File: config.mk
export PLATFORM = sky130hd
export DESIGN_NAME = seq_detect_arb
export DESIGN_NICKNAME = d
export VERILOG_FILES = /design/src/rtl/seq_detect_pkg.sv /design/src/rtl/seq_detect_1011_core.sv /design/src/rtl/seq_detect_arb.sv
export SDC_FILE = /design/constraint.sdc
export NUM_CORES = 1
export LEC_CHECK = 0
export ABC_AREA = 0
export CAP_MARGIN = 15
export CORE_ASPECT_RATIO = 0.5
export CORE_MARGIN = 10
export CORE_UTILIZATION = 50
export DETAILED_ROUTE_END_ITERATION = 16
export PLACE_DENSITY = 0.78
export SLEW_MARGIN = 40
export SYNTH_ARGS = -nofsm -noshare
export SYNTH_HDL_FRONTEND = slang
export SYNTH_SLANG_ARGS = --single-unit
File: constraint.sdc
create_clock -name clk -period 4.27 [get_ports clk]
set_clock_uncertainty 0.15 [all_clocks]
set_input_delay 0.854 -clock clk [delete_from_list [all_inputs] [get_ports clk]]
set_output_delay 0.854 -clock clk [all_outputs]
set_load 0.02 [all_outputs]
File: src/rtl/seq_detect_pkg.sv
// Shared types and constants for the 1011 sequence detector slice.
// FSM state encoding, pattern value and result counter width.
package seq_detect_pkg;

  typedef enum logic [1:0] {
    IDLE,
    SHIFT,
    DONE
  } state_t;

  localparam logic [3:0] PATTERN = 4'b1011;
  localparam int         CNT_W   = 4;

endpackage

File: src/rtl/seq_detect_1011_core.sv
// Bit-serial 1011 detector with a registered 3-bit history.
// Ports: clk, reset (sync, active-low), clear, bit_valid, bit_in, match.
module seq_detect_1011_core
  import seq_detect_pkg::*;
(
  input  logic clk,
  input  logic reset,
  input  logic clear,
  input  logic bit_valid,
  input  logic bit_in,
  output logic match
);

  logic [2:0] hist;
  logic [1:0] fill;

  // fill saturates at 3: a match needs three prior bits of this word
  assign match = bit_valid
              && (fill == 2'd3)
              && ({hist, bit_in} == PATTERN);

  always_ff @(posedge clk) begin
    if (!reset || clear) begin
      hist <= '0;
      fill <= '0;
    end else if (bit_valid) begin
      hist <= {hist[1:0], bit_in};
      if (fill != 2'd3)
        fill <= fill + 2'd1;
    end
  end

endmodule

File: src/rtl/seq_detect_arb.sv
// Round-robin two-requester arbiter feeding words MSB-first into a
// 1011 detector. Ports: clk, reset, req, data0/1, gnt, busy, done, res_*.
module seq_detect_arb
  import seq_detect_pkg::*;
#(
  parameter int DATA_W = 8
) (
  input  logic              clk,
  input  logic              reset,
  input  logic [1:0]        req,
  input  logic [DATA_W-1:0] data0,
  input  logic [DATA_W-1:0] data1,
  output logic [1:0]        gnt,
  output logic              busy,
  output logic              done,
  output logic              res_id,
  output logic [3:0]        res_cnt,
  output logic              res_hit,
  output logic [3:0]        res_first
);

  localparam logic [3:0] LAST = 4'(DATA_W - 1);

  state_t            state;
  logic              last_id;
  logic              cur_id;
  logic [DATA_W-1:0] shift_reg;
  logic [3:0]        bit_idx;
  logic [CNT_W-1:0]  cnt;
  logic [CNT_W-1:0]  first;
  logic [CNT_W-1:0]  cnt_nx;
  logic [CNT_W-1:0]  first_nx;
  logic              pick;
  logic              take;
  logic              match;

  // grant is decided in the IDLE cycle itself so data is
  // sampled on the same edge that leaves IDLE
  assign pick = (req == 2'b11) ? ~last_id : req[1];
  assign take = reset && (state == IDLE) && (req != 2'b00);
  assign gnt  = take ? (pick ? 2'b10 : 2'b01) : 2'b00;
  assign busy = (state != IDLE) || take;

  assign cnt_nx   = cnt + CNT_W'(match);
  assign first_nx = (match && cnt == '0) ? bit_idx : first;

  seq_detect_1011_core u_core (
    .clk       (clk),
    .reset     (reset),
    .clear     (take),
    .bit_valid (state == SHIFT),
    .bit_in    (shift_reg[DATA_W-1]),
    .match     (match)
  );

  always_ff @(posedge clk) begin
    if (!reset) begin
      state     <= IDLE;
      last_id   <= 1'b1;
      cur_id    <= 1'b0;
      shift_reg <= '0;
      bit_idx   <= '0;
      cnt       <= '0;
      first     <= '0;
      done      <= 1'b0;
      res_id    <= 1'b0;
      res_cnt   <= '0;
      res_hit   <= 1'b0;
      res_first <= '0;
    end else begin
      done <= 1'b0;
      unique case (state)
        IDLE: begin
          if (take) begin
            shift_reg <= pick ? data1 : data0;
            cur_id    <= pick;
            last_id   <= pick;
            bit_idx   <= '0;
            cnt       <= '0;
            first     <= '0;
            state     <= SHIFT;
          end
        end
        SHIFT: begin
          shift_reg <= {shift_reg[DATA_W-2:0], 1'b0};
          bit_idx   <= bit_idx + 4'd1;
          cnt       <= cnt_nx;
          first     <= first_nx;
          if (bit_idx == LAST) begin
            state     <= DONE;
            done      <= 1'b1;
            res_id    <= cur_id;
            res_cnt   <= cnt_nx;
            res_hit   <= (cnt_nx != '0);
            res_first <= first_nx;
          end
        end
        DONE: begin
          state <= IDLE;
        end
        default: begin
          state <= IDLE;
        end
      endcase
    end
  end

endmodule

# [Word-level counts from Yosys, hierarchy flattened]
# Cells that the tools add are included.
[classes] n_addsub=3 n_eq_ne=8 n_mux=15 n_bitwise=1 n_reduce_logical=20
[op_table] operator="case mux 4 bit (2 select lines)" count=3
[op_table] operator="2-to-1 mux 8 bit" count=2
[op_table] operator="case mux 8 bit (2 select lines)" count=1
[op_table] operator="AND reduction 2 bit" count=6
[op_table] operator="2-to-1 mux 2 bit" count=4
[op_table] operator="2-to-1 mux 4 bit" count=2
[op_table] operator="inequality test 2 bit (second input constant)" count=3
[op_table] operator="nonzero test 2 bit" count=3
[op_table] operator="logical AND 1 bit" count=5
[op_table] operator="adder 4 x 1 -> 4 bit" count=1
[op_table] operator="adder 4 x 1 -> 4 bit (second input constant)" count=1
[op_table] operator="equality test 2 bit (second input constant)" count=2
[op_table] operator="equality test 4 x 3 -> 1 bit (second input constant)" count=1
[op_table] operator="equality test 4 bit (second input constant)" count=1
[op_table] operator="logical NOT 4 bit" count=1
[op_table] operator="case mux 2 bit (2 select lines)" count=1
[op_table] operator="nonzero test 4 bit" count=1
[op_table] operator="adder 2 x 1 -> 2 bit (second input constant)" count=1
[op_table] operator="equality test 2 x 1 -> 1 bit (second input constant)" count=1
[op_table] operator="logical NOT 2 bit" count=1
[op_table] operator="logical OR 1 bit" count=2
[op_table] operator="2-to-1 mux 1 bit" count=2
[op_table] operator="logical NOT 1 bit" count=1
[op_table] operator="NOT 1 bit" count=1
[totals] ff_bits=40 input_bits=20 wordCells=61

# [Logic depth before layout (Yosys ltp)]
[logic_depth] ltp_word=6 mapped_depth=9 mapped_depth_nobuf=8

# [Cells and area by module]
# From an unflattened synthesis, not the netlist that was laid out.
[unflattened] hier_cells=199 hier_area_um2=1918.1
[modules_own_cells] mod="seq_detect_arb" n_inst=1 cells_each=178 area_each_um2=1699.1 seq_area_each_um2=700.7
[modules_own_cells] mod="seq_detect_1011_core" n_inst=1 cells_each=21 area_each_um2=219.0 seq_area_each_um2=100.1

# [Worst setup path before layout]
# Ideal clock, no wire load.
[synth_path] kind="input -> output" start="in reset" end="out gnt[0]" arrival_time_ns=1.625 slack_ns=1.641 stages=4 path_buffers=2 cell_sequence="buf_2 -> nor3b_1 -> and3_1 -> buf_2"
[synth_via] elab_chain_len=3
[synth_lines] element="from (decl)" line="seq_detect_arb.sv:9" rtl="input logic reset,"
[synth_lines] element="logical AND 1 bit (2 in series)" line="seq_detect_arb.sv:40" rtl="assign take = reset && (state == IDLE) && (req != 2'b00);"
[synth_lines] element="2-to-1 mux 2 bit" line="seq_detect_arb.sv:41" rtl="assign gnt = take ? (pick ? 2'b10 : 2'b01) : 2'b00;"
[synth_lines] element="to (decl)" line="seq_detect_arb.sv:13" rtl="output logic [1:0] gnt,"
# Every way passes these cells.

# [Worst setup path in the final report]
[layout_path] start="in reset" end="out gnt[1]"
# The elaborated chain is that of the path after synthesis.

==> flow_summary.ini <==
[run_status]
outcome = complete, no violations

[clock_tree]
clockRootBuffer = clkbuf_8
ctsHoldBuffers = 0
cts_buffers = 5
cts_tree = done
clockBufferDepth = 2
clkLatencyLatePin_ns = 0.29
cts_num_sinks = 40
cts_max_level = 2
clk_pin_slew_worst_paths_ns = 0.07
postCtsSetupBuffers = 0
cts_resized = 0

[power]
p_sw_frac = 0.2366
pwr-share-comb = 0.111
pwr-share-clk = 0.359
p_per_area_nw_per_um2 = 343.6
total_power_mw = 0.7430
p_leak_nw = 0.7762
irDropWorstVdd_v = 0.0001761
p_switching_mw = 0.1758
intPower_mw = 0.5672
pwr-share-seq = 0.531

[yosys]
seq_area_frac_synth = 0.4672
syn_inst = 197
yosys.area.top_type = dfxtp_1
synth_ff_type = dfxtp_1
ys_warn_count = 0
ys_async_sr_fraction = 0
synth_edf_count = 0
synth_area_leaders = dfxtp_1 (47%), nand2_1 (6.6%), a21oi_1 (5.5%)
syn-num-nets = 221
netlist.area_leader.share = 0.4672
ys_types = 37
synth_area_sq_um = 1714
syn_area_per_cell_sq_um = 8.701
ys_seq_elements = 40

[cells_and_area]
final_layout_size_suffix_gt1_frac = 0.08333
multiInputGateArea_sq_um = 843.3
final_nets = 252
diodes = 0
mostFrequentLayoutCell = dfxtp_1
largest_reg_flops = 8
ff_latch_area_sq_um = 800.8
area_growth_pct = 26.13
most-common-layout-cells = dfxtp_1 (40), clkdlybuf4s50_1 (33), nand2_1 (30)
fillerInstances = 266
final_cell_area_sq_um = 2162

[die]
io_pins = 34
die_w_um = 102.8
core-area_sq_um = 3136
rows = 14
dieArea_sq_um = 6312
start_util = 0.5467
die_h_um = 61.40

[worst_hold_path]
hold_path_class = reg -> reg
hp-start = shift_reg[2]
hold_depth = 2

[place]
placed_area_sq_um = 2063
hpwl_mm = 3.071
gp_congestion = 0.7671
numPortBuffers = 33

[grt]
grt_max_degree = 30
grt_pass1_wl_mm = 7.155
grt_pass1_vias = 1486
antenna_found_initial = 0
gr-total-overflow = 0
track_usage = 0.1444

[routing]
final_antenna_net_count = 0
wl_met3_um = 293
top_layer = met4
vias_per_cell = 5.728
drt_pass1_iterations = 5
routed_wl_mm = 4.360
wl_met2_mm = 1.949
drt-met1-wl_mm = 2.082
vias = 1535
dr.first_iter.drc_count = 119
drc = 0
wl_per_cell_um = 16.27

[critical_path]
reg2reg_to = res_hit
cpMostUsedCell = clkdlybuf4s50_1
critical_path_class = in -> out
cp-start-kind = primary input
r2r_slack_ns = 1.81
r2r-start = state[1]
r2r_cells = 7
cp_slowest_cell = clkdlybuf4s50_1
endpoint = gnt[1]
crit_required_ns = 3.27
endpoint_kind = output pin
worstPathCellList = clkdlybuf4s50_1, nor3b_1, and3_1, clkdlybuf4s50_1
slowest_delay_ns = 0.62
crit_arrival_ns = 2.56
cp-startpoint = reset
critical_path.max_fanout = 3

[sta]
min_period_ns = 3.561
timing.fmax_mhz = 280.8
maxSlewViolCount = 0
rsz0062_at_grt = false
tns_ns = 0
finalHoldViolations = 0
slew_headroom = 0.5050
worstMarginPinSlew_ns = 0.7370
finalSetupViolations = 0
fin_crit_sh = 0.8340

[run]
drv_cap = 0
## worst max-delay path, delay by kind of cell
kind	cells	cell delay (ns)
buf+inv	2	1.13
simple gates	2	0.57
## cells in the mapped netlist (all sizes together), types with 2 or more instances
cell type,count
nand3,4
a22oi,2
xor2,2
buf,5
a222oi,7
and3,2
dfxtp,40
nand3b,5
inv,3
clkbuf,8
nor2,16
nand2,30
a2bb2oi,3
nand2b,2
a21oi,20
ha,4
a31oi,2
mux2i,6
o21ai,17
nor3,6
## worst min-delay path by stage
stage                                 to  slack (ns)
after global placement      shift_reg[2]        0.29
after floorplan             shift_reg[2]        0.28
after global routing        shift_reg[2]        0.34
after CTS                 u_core.hist[2]        0.31
final                       shift_reg[2]        0.31
after detailed placement    shift_reg[2]        0.30
## per-stage QoR
| step | setup slack (ns) | hold slack [ns] | instances | utilization |
|---|---|---|---|---|
| after floorplan | 1.641 | 0.2816 | 197 | - |
| after global placement | 0.7679 | 0.2937 | 261 | 0.6580 |
| after detailed placement | 0.7530 | 0.2969 | 261 | 0.6580 |
| after CTS | 0.7434 | 0.3088 | 268 | 0.6887 |
| after global routing | 0.6359 | 0.3372 | 268 | 0.6895 |
| final | 0.7088 | 0.3104 | 268 | 0.6895 |
## final cells by class
| cell class | count | share of cell area |
|---|---|---|
| clock buffer | 7 | 0.04456 |
| inverter | 3 | 0.005208 |
| multi-input combinational | 141 | 0.3900 |
| sequential | 40 | 0.3704 |
| tap | 40 | 0.02315 |
| timing repair buffer | 37 | 0.1667 |
## logic make-up (layout without fill, tap and decap cells)
| group | after synthesis | in the layout | share of synthesized area |
|---|---|---|---|
| flops | 40 | 40 | 0.4672 |
| fa+ha+maj | 4 | 4 | 0.02920 |
| simple gates | 73 | 73 | 0.2095 |
| buf+inv | 16 | 47 | 0.04234 |
| mux | 6 | 6 | 0.03504 |
| xor+xnor | 3 | 3 | 0.01533 |
| compound gates | 55 | 55 | 0.2015 |
## routing by layer
| metal | vias to the layer above | track usage |
|---|---|---|
| met4 | 0 | 0.06287 |
| met2 | 57 | 0.2374 |
| met3 | 5 | 0.04581 |
| met1 | 712 | 0.1738 |
| li1 | 761 | - |
| met5 | - | 0 |
## power by group through the flow
| stage | clock [mW] | sequential, mW | combinational, mW |
|---|---|---|---|
| floorplan | 0 | 0.400 | 0.0467 |
| global placement | 0 | 0.402 | 0.0796 |
| detailed placement | 0 | 0.403 | 0.0815 |
| CTS | 0.274 | 0.394 | 0.0820 |
| global route | 0.289 | 0.395 | 0.0910 |
| finish | 0.267 | 0.394 | 0.0822 |
Power figures use the tool's default switching activity.
